$ cat src/rtl/screen_fill_engine_if.sv
`default_nettype none
// +----------------------------------------------------------------------+
// | screen_fill_engine_if                                                |
// | Command inputs, processor store port and screen-memory write port    |
// | of the tile fill engine.                                             |
// | Rev 1.0                                                              |
// +----------------------------------------------------------------------+
interface screen_fill_engine_if #(
    parameter int ADDRW = 11,
    parameter int CODEW = 4
);
    logic             start_i;
    logic [5:0]       col_i;
    logic [4:0]       row_i;
    logic [5:0]       width_i;
    logic [4:0]       height_i;
    logic [CODEW-1:0] code_i;
    logic             cpu_we_i;
    logic [ADDRW-1:0] cpu_addr_i;
    logic [CODEW-1:0] cpu_data_i;
    logic             mem_we_o;
    logic [ADDRW-1:0] mem_addr_o;
    logic [CODEW-1:0] mem_data_o;
    logic             busy_o;
    logic             done_o;
    logic             err_o;

    modport slave (
        input  start_i, col_i, row_i, width_i, height_i, code_i,
        input  cpu_we_i, cpu_addr_i, cpu_data_i,
        output mem_we_o, mem_addr_o, mem_data_o, busy_o, done_o, err_o
    );

    modport master (
        output start_i, col_i, row_i, width_i, height_i, code_i,
        output cpu_we_i, cpu_addr_i, cpu_data_i,
        input  mem_we_o, mem_addr_o, mem_data_o, busy_o, done_o, err_o
    );
endinterface
`default_nettype wire

$ cat src/rtl/screen_fill_engine.sv
`default_nettype none
// +----------------------------------------------------------------------+
// | screen_fill_engine                                                   |
// | Writes one character code into every cell of a tile rectangle, one  |
// | cell per clock, yielding the write port to processor stores.         |
// | Rev 1.0                                                              |
// +----------------------------------------------------------------------+
module screen_fill_engine #(
    parameter int COLS  = 40,
    parameter int ROWS  = 30,
    parameter int ADDRW = 11,
    parameter int CODEW = 4
) (
    input  wire                  clk,
    input  wire                  rst_n,
    screen_fill_engine_if.slave  bus
);

    typedef enum logic [1:0] {
        ST_IDLE   = 2'd0,
        ST_FILL   = 2'd1,
        ST_FINISH = 2'd2
    } state_t;

    state_t           state_q, state_d;
    logic [5:0]       cx_q, cx_d;
    logic [5:0]       col_q, col_d;
    logic [6:0]       end_q, end_d;
    logic [ADDRW-1:0] rowbase_q, rowbase_d;
    logic [4:0]       rows_left_q, rows_left_d;
    logic [CODEW-1:0] code_q, code_d;
    logic             err_q, err_d;

    logic [6:0]       w_col_sum;
    logic [5:0]       w_row_sum;
    logic             w_reject;
    logic [6:0]       w_cx_next;
    logic [ADDRW-1:0] w_eng_addr;

    // Bounds sums are one bit wider than the operands so they cannot wrap.
    assign w_col_sum  = {1'b0, bus.col_i} + {1'b0, bus.width_i};
    assign w_row_sum  = {1'b0, bus.row_i} + {1'b0, bus.height_i};
    assign w_reject   = (bus.width_i == 6'd0) || (bus.height_i == 5'd0) ||
                        (w_col_sum > 7'(COLS)) || (w_row_sum > 6'(ROWS));
    assign w_cx_next  = {1'b0, cx_q} + 7'd1;
    assign w_eng_addr = rowbase_q + ADDRW'(cx_q);

    always_ff @(posedge clk or negedge rst_n) begin
        if (!rst_n) begin
            state_q     <= ST_IDLE;
            cx_q        <= '0;
            col_q       <= '0;
            end_q       <= '0;
            rowbase_q   <= '0;
            rows_left_q <= '0;
            code_q      <= '0;
            err_q       <= 1'b0;
        end else begin
            state_q     <= state_d;
            cx_q        <= cx_d;
            col_q       <= col_d;
            end_q       <= end_d;
            rowbase_q   <= rowbase_d;
            rows_left_q <= rows_left_d;
            code_q      <= code_d;
            err_q       <= err_d;
        end
    end

    always_comb begin
        state_d     = state_q;
        cx_d        = cx_q;
        col_d       = col_q;
        end_d       = end_q;
        rowbase_d   = rowbase_q;
        rows_left_d = rows_left_q;
        code_d      = code_q;
        err_d       = 1'b0;
        case (state_q)
            ST_IDLE: begin
                if (bus.start_i) begin
                    if (w_reject) begin
                        err_d = 1'b1;
                    end else begin
                        col_d       = bus.col_i;
                        end_d       = w_col_sum;
                        cx_d        = bus.col_i;
                        rowbase_d   = ADDRW'(bus.row_i) * ADDRW'(COLS);
                        rows_left_d = bus.height_i;
                        code_d      = bus.code_i;
                        state_d     = ST_FILL;
                    end
                end
            end
            ST_FILL: begin
                // A processor store owns the port this cycle; the cursor holds.
                if (!bus.cpu_we_i) begin
                    if (w_cx_next < end_q) begin
                        cx_d = cx_q + 6'd1;
                    end else begin
                        cx_d        = col_q;
                        rowbase_d   = rowbase_q + ADDRW'(COLS);
                        rows_left_d = rows_left_q - 5'd1;
                        if (rows_left_q == 5'd1) begin
                            state_d = ST_FINISH;
                        end
                    end
                end
            end
            ST_FINISH: state_d = ST_IDLE;
            default:   state_d = ST_IDLE;
        endcase
    end

    always_comb begin
        bus.mem_we_o   = bus.cpu_we_i;
        bus.mem_addr_o = bus.cpu_addr_i;
        bus.mem_data_o = bus.cpu_data_i;
        if (!bus.cpu_we_i && (state_q == ST_FILL)) begin
            bus.mem_we_o   = 1'b1;
            bus.mem_addr_o = w_eng_addr;
            bus.mem_data_o = code_q;
        end
    end

    assign bus.busy_o = (state_q != ST_IDLE);
    assign bus.done_o = (state_q == ST_FINISH);
    assign bus.err_o  = err_q;

endmodule
`default_nettype wire

$ cat src/flat_wrapper.sv
// flat-port wrapper written by rule: the top's interface ports become plain ports
module screen_fill_engine_flat 
#(
    parameter int COLS  = 40,
    parameter int ROWS  = 30,
    parameter int ADDRW = 11,
    parameter int CODEW = 4
)
  (clk, rst_n, bus_start_i, bus_col_i, bus_row_i, bus_width_i, bus_height_i, bus_code_i, bus_cpu_we_i, bus_cpu_addr_i, bus_cpu_data_i, bus_mem_we_o, bus_mem_addr_o, bus_mem_data_o, bus_busy_o, bus_done_o, bus_err_o);
  screen_fill_engine_if #(.ADDRW(ADDRW), .CODEW(CODEW)) bus_i ();
  input  wire clk;
  input  wire rst_n;
  input wire logic [$bits(bus_i.start_i)-1:0] bus_start_i;
  input wire logic [$bits(bus_i.col_i)-1:0] bus_col_i;
  input wire logic [$bits(bus_i.row_i)-1:0] bus_row_i;
  input wire logic [$bits(bus_i.width_i)-1:0] bus_width_i;
  input wire logic [$bits(bus_i.height_i)-1:0] bus_height_i;
  input wire logic [$bits(bus_i.code_i)-1:0] bus_code_i;
  input wire logic [$bits(bus_i.cpu_we_i)-1:0] bus_cpu_we_i;
  input wire logic [$bits(bus_i.cpu_addr_i)-1:0] bus_cpu_addr_i;
  input wire logic [$bits(bus_i.cpu_data_i)-1:0] bus_cpu_data_i;
  output wire logic [$bits(bus_i.mem_we_o)-1:0] bus_mem_we_o;
  output wire logic [$bits(bus_i.mem_addr_o)-1:0] bus_mem_addr_o;
  output wire logic [$bits(bus_i.mem_data_o)-1:0] bus_mem_data_o;
  output wire logic [$bits(bus_i.busy_o)-1:0] bus_busy_o;
  output wire logic [$bits(bus_i.done_o)-1:0] bus_done_o;
  output wire logic [$bits(bus_i.err_o)-1:0] bus_err_o;
  assign bus_i.start_i = bus_start_i;
  assign bus_i.col_i = bus_col_i;
  assign bus_i.row_i = bus_row_i;
  assign bus_i.width_i = bus_width_i;
  assign bus_i.height_i = bus_height_i;
  assign bus_i.code_i = bus_code_i;
  assign bus_i.cpu_we_i = bus_cpu_we_i;
  assign bus_i.cpu_addr_i = bus_cpu_addr_i;
  assign bus_i.cpu_data_i = bus_cpu_data_i;
  assign bus_mem_we_o = bus_i.mem_we_o;
  assign bus_mem_addr_o = bus_i.mem_addr_o;
  assign bus_mem_data_o = bus_i.mem_data_o;
  assign bus_busy_o = bus_i.busy_o;
  assign bus_done_o = bus_i.done_o;
  assign bus_err_o = bus_i.err_o;
  screen_fill_engine #(.COLS(COLS), .ROWS(ROWS), .ADDRW(ADDRW), .CODEW(CODEW)) u_core (.clk(clk), .rst_n(rst_n), .bus(bus_i));
endmodule
$ cat config.mk
export PLATFORM = sky130hd
export DESIGN_NAME = screen_fill_engine_flat
export DESIGN_NICKNAME = d
export VERILOG_FILES = /design/src/rtl/screen_fill_engine_if.sv /design/src/rtl/screen_fill_engine.sv /design/src/flat_wrapper.sv
export SDC_FILE = /design/constraint.sdc
export NUM_CORES = 1
export LEC_CHECK = 0
export BUFFER_PORTS_ARGS = -buffer_cell sky130_fd_sc_hd__buf_4
export CAP_MARGIN = 20
export CORE_MARGIN = 3
export CORE_UTILIZATION = 59
export CTS_CLUSTER_DIAMETER = 120
export DETAILED_ROUTE_END_ITERATION = 6
export PLACE_DENSITY_LB_ADDON = 0.15
export SLEW_MARGIN = 5
export SYNTH_ARGS = -nofsm -noshare
export SYNTH_HDL_FRONTEND = slang
export SYNTH_SLANG_ARGS = --single-unit
$ cat constraint.sdc
create_clock -name clk -period 4.4 [get_ports clk]
set_input_delay 0.88 -clock clk [delete_from_list [all_inputs] [get_ports clk]]
set_output_delay 0.88 -clock clk [all_outputs]
set_load 0.005 [all_outputs]
# Word-level counts from Yosys, hierarchy flattened
# Cells that the tools add are included.
[word_totals]
wordCells = 69
reg_bits = 42
input_bits = 45
[op_classes]
bitwise = 1
order_cmp = 3
reduce_logical = 14
add_sub_neg = 7
multipliers = 1
mux = 27
eq_ne = 8
[ops]
columns = ["op", "count"]
rows = [
  ["$mux W11", 5],
  ["$mux W6", 4],
  ["$pmux W11 S2", 1],
  ["$mux W5", 4],
  ["$pmux W6 S2", 1],
  ["$add A11 B6 Y11", 1],
  ["$add A11 B6 Y11 const B", 1],
  ["$mux W2", 5],
  ["$pmux W5 S2", 1],
  ["$reduce_and A5 Y1", 2],
  ["$mul A5 B3 Y8 const B", 1],
  ["$ne A2 B2 Y1 const B", 4],
  ["$add A6 B1 Y7 const B", 1],
  ["$add A6 B6 Y7", 1],
  ["$gt A7 B6 Y1 const B", 1],
  ["$lt A7 B7 Y1", 1],
  ["$add A5 B5 Y6", 1],
  ["$add A6 B1 Y6 const B", 1],
  ["$gt A6 B5 Y1 const B", 1],
  ["$logic_not A6 Y1", 1],
  ["$eq A5 B1 Y1 const B", 1],
  ["$logic_not A5 Y1", 1],
  ["$sub A5 B1 Y5 const B", 1],
  ["$mux W1", 4],
  ["13 further kinds", 16],
]

# Longest topological paths before layout
[logic_depth]
depth_word = 7
mapped_depth = 12

# Least setup slack after synthesis
# OpenSTA, ideal clock, no wires.
[synth_path]
path_kind = "input -> register"
start = "input bus_width_i[0]"
end = "register u_core.code_q[0]"
arrival_ns = 3.226
n_path_buf = 2
cell_stages = 11
setup_time_ns = 0.125
setup_slack_ns = 1.049
t_required_ns = 4.275
cell_sequence = "ha_1 -> inv_1 -> fa_1 -> and2b_4 -> o22ai_2 -> xnor2_1 -> or2_1 -> a2111oi_4 -> buf_6 -> buf_6 -> mux2_2"
[synth_via]
elab_chain_cells = 6
word_cells_on_any_way = 8
classes_between = "add/sub: 1; order compare: 1; bitwise: 1; reduce/logical: 5"
[synth_lines]
columns = ["item", "line", "text"]
rows = [
  ["start, declared", "flat_wrapper.sv:16", "input wire logic [$bits(bus_i.width_i)-1:0] bus_width_i;"],
  ["$add A6 B6 Y7 or $logic_not A6 Y1 (tied branches)", "screen_fill_engine.sv:41, screen_fill_engine.sv:43", ""],
  ["$gt A7 B6 Y1 or $logic_or A1 B1 Y1 (tied branches)", "screen_fill_engine.sv:44, screen_fill_engine.sv:43", ""],
  ["$logic_or A1 B1 Y1 *", "screen_fill_engine.sv:43", "assign w_reject = (bus.width_i == 6'd0) || (bus.height_i == 5'd0) ||"],
  ["$logic_or A1 B1 Y1 *", "screen_fill_engine.sv:44", "(w_col_sum > 7'(COLS)) || (w_row_sum > 6'(ROWS));"],
  ["$not A1 Y1 (no source line) *", "--", ""],
  ["$reduce_and A3 Y1 (no source line) *", "--", ""],
  ["end signal, assigned", "screen_fill_engine.sv:65", "code_q <= code_d;"],
  ["end, declared", "screen_fill_engine.sv:31", "logic [CODEW-1:0] code_q, code_d;"],
]
# Every way passes the cells marked *; elsewhere a longest branch is shown, timed or not.
# A chain may end at the register's enable or synchronous reset.

# Worst setup path after layout
[layout_path]
start = "register u_core.cx_q[0]"
end = "register u_core.rows_left_q[2]"
[layout_via]
elab_chain_cells = 4
[layout_lines]
columns = ["item", "line", "text"]
rows = [
  ["start, declared", "screen_fill_engine.sv:26", "logic [5:0] cx_q, cx_d;"],
  ["start signal, assigned", "screen_fill_engine.sv:51", "cx_q <= '0;"],
  ["start signal, assigned", "screen_fill_engine.sv:60", "cx_q <= cx_d;"],
  ["$add A6 B1 Y7", "screen_fill_engine.sv:45", "assign w_cx_next = {1'b0, cx_q} + 7'd1;"],
  ["$lt A7 B7 Y1", "screen_fill_engine.sv:98", "if (w_cx_next < end_q) begin"],
  ["$ne A2 B2 Y1 (no source line)", "--", ""],
  ["$reduce_and A5 Y1 (no source line)", "--", ""],
  ["end signal, assigned", "screen_fill_engine.sv:64", "rows_left_q <= rows_left_d;"],
  ["end, declared", "screen_fill_engine.sv:30", "logic [4:0] rows_left_q, rows_left_d;"],
]
# No other way between the ends.

==> impl_results.rst <==
.. list-table::
   :header-rows: 1

   * - Metric
     - Value
   * - CTS clock-pin slew for the worst setup and hold paths
     - 0.08 ns
   * - Peak supply drop
     - 0.298 mV
   * - Final hold violation count
     - 0
   * - Cell count after synthesis
     - 364
   * - Ratio of total power to cell area
     - 653 nW/um2
   * - Data arrival time of the critical path
     - 3.59 ns
   * - Critical path type
     - flip-flop to flip-flop
   * - Synth Register Bits
     - 39
   * - Die ar.
     - 6330 um2
   * - Count of endpoints failing setup in the final report
     - 0
   * - Core Region
     - 5170 um2
   * - Clock buffer depth
     - 2
   * - Count of H-tree levels built during CTS
     - 2
   * - Maximum fanout count along the critical path
     - 16
   * - Fin nets
     - 500
   * - Total of warnings raised by yosys
     - 0
   * - Starting density of the core
     - 61.7%
   * - Routed via count
     - 2,934
   * - Number of remaining DRC errors
     - 0
   * - TritonCTS clock tree
     - built
   * - Die width
     - 79.6 um
   * - Final critical path time including I/O delays and setup
     - 3.40 ns
   * - Async SR Flop Fraction
     - 100%
   * - Max-slew headroom at the worst pin
     - 38.2%
   * - Post-route antenna net violation count
     - 0
   * - Class of the most critical hold timing path
     - flip-flop to flip-flop
   * - Slew @ Worst Pin
     - 0.927 ns
   * - HPWL reported at the end of detailed placement
     - 6020 um
   * - Number of antenna diodes
     - 0
   * - DIE HEIGHT
     - 79.6 um
   * - DR iter-0 viols
     - 159
   * - Count of buffers from port buffering
     - 63
   * - Final max-slew violation count
     - 0
   * - Max_cap viols
     - 0
   * - Via count of the first global-routing pass
     - 2,811
   * - EDFF count, synth
     - 0
   * - Routed wirelength normalized by instance count
     - 16.1 um
   * - Leakage dissipation
     - 1.80 nW
   * - Mean instance size in the synthesized netlist
     - 8.77 um2
   * - Final estimated routing congestion in global placement
     - 0.879
   * - Total of cells resized after clock tree synthesis
     - 0
   * - CTS hold repair buffers
     - 0
   * - Rows
     - 26
   * - Wire length of the first global-routing pass
     - 13,000 um
   * - Outcome
     - completed
   * - Max frequency
     - 294 MHz
   * - Number of setup buffers added after CTS
     - 0
   * - Netlist area before placement
     - 3190 um2
   * - Req. time, crit path
     - 4.59 ns
   * - Kind of launch point of the worst setup path
     - flip-flop
   * - # IOs
     - 64
   * - Clock latency of the later-clocked register in the worst-skew pair
     - 0.29 ns
   * - Final Non-Filler Cells
     - 493
   * - Final Skew
     - 0.00947 ns
   * - Detailed Routing Iterations Pass 1
     - 4
   * - Post-route core utilization
     - 73.4%
   * - Most common library cell in the layout ignoring fill and taps
     - buf_4
   * - Share of final-layout standard cells stronger than drive strength 1
     - 24.1%
   * - Overflow left after global routing
     - 0
   * - Sequential fraction of the synthesis area
     - 30.6%
   * - Routed via count divided by cell count
     - 5.95
   * - Most used cells in the layout excluding fill and tap cells
     - buf_4, nand2_1, dfrtp_1, ha_1, nor2_1
   * - CTS sink count
     - 39
   * - Post-Syn Nets
     - 442
   * - Critical Path End Type
     - flip-flop
   * - Number of different library cells in the post-synthesis netlist
     - 57
   * - Root Driver
     - clkbuf_8
   * - Global-route usage over all layers
     - 26.1%
   * - Count of placed standard cells including taps
     - 485
   * - Final sum of negative setup slack
     - 0 ns
   * - Maximum number of pins on one net before global-route repair
     - 40
   * - Total Power Consumption
     - 2.48 mW
   * - Final Cycle Share
     - 77.2%
   * - Unrepaired setup endpoints after global routing
     - false
   * - Antenna violations before repair
     - 0
   * - Total Wirelength
     - 7920 um
   * - Most common flop cell mapped by yosys
     - dfrtp_1
   * - CTS Buf Count
     - 5
   * - Layout overhead on the synthesized area
     - 18.9%
state kept, by name (all words and copies together), names as in the netlist:
register	count
u_core.col_q	6
u_core.cx_q	6
u_core.code_q	4
u_core.bus.err_o	1
u_core.rows_left_q	5
u_core.end_q	7
u_core.state_q	2
u_core.rowbase_q	8
worst max-delay path, cell delays in order, from the launching register on:
cell and delay [ns]:
dfrtp_1 0.49, ha_1 0.23, nand3_1 0.12, xnor2_1 0.17, ha_1 0.30, nand4_1 0.09, o21bai_1 0.68, buf_4 0.34
nor2b_1 0.44, a31oi_1 0.16, o221ai_1 0.25
stage by stage:
stage          setup WS [ns]  hold WS (ns)  area [um2]
6_report                1.00         0.509        3790
5_1_grt                0.797         0.530        3790
4_1_cts                 1.02         0.513        3790
3_5_place_dp           0.747         0.496        3710
3_3_place_gp           0.808         0.487        3710
2_1_floorplan           1.05         0.463        3190
cell usage after synthesis (all sizes together), types with 11 or more instances:
library cell	count	area [um2]
nor2	25	96.4
ha	30	375
inv	23	86.3
nand2	55	206
a21oi	16	80.1
clkbuf	11	41.3
xnor2	13	114
dfrtp	39	976
o21ai	20	100
mux2	11	124
metal layers:
layer	vias to the layer above	track usage [%]	routed length [um]
met5	-	0	0
met4	0	10.3	246
met3	30	5.42	520
met2	112	43.2	3700
met1	1367	33.3	3460
li1	1425	-	-
layout make-up:
class | count | area [um2]
clock inverter | 2 | 12.5
fill | 411 | 1380
sequential | 39 | 976
clock buffer | 6 | 72.6
timing repair buffer | 67 | 515
inverter | 23 | 86.3
multi-input combinational | 286 | 2040
tap | 70 | 87.6
logic make-up after synthesis:
kind of cell	after synthesis	share of synthesized area [%]
flops	39	30.6
fa+ha+maj	33	13.6
xor+xnor	19	5.21
buf+inv	39	5.37
simple gates	128	18.7
mux	17	5.76
compound gates	89	20.7
power by group:
group          internal (mW)  leakage (nW)  switching (mW)
Sequential             0.528         0.462           0.167
Clock                  0.111        0.0412           0.128
Combinational          0.730          1.30           0.814
final timing paths:
path / startpoint / endpoint / slack, ns / cells past startpoint
max in group asynchronous: rst_n / u_core.rowbase_q[3] / 3.48 / 1
min in group asynchronous: rst_n / u_core.code_q[1] / 0.56 / 1
worst min register to register: u_core.code_q[0] / u_core.code_q[0] / 0.51 / 1
worst min-delay path: u_core.code_q[0] / u_core.code_q[0] / 0.51 / 1
worst max-delay path: u_core.cx_q[0] / u_core.rows_left_q[2] / 1.00 / 10
worst max register to register: u_core.cx_q[0] / u_core.rows_left_q[2] / 1.00 / 10
Note: power is estimated with default switching activity, not from simulation.
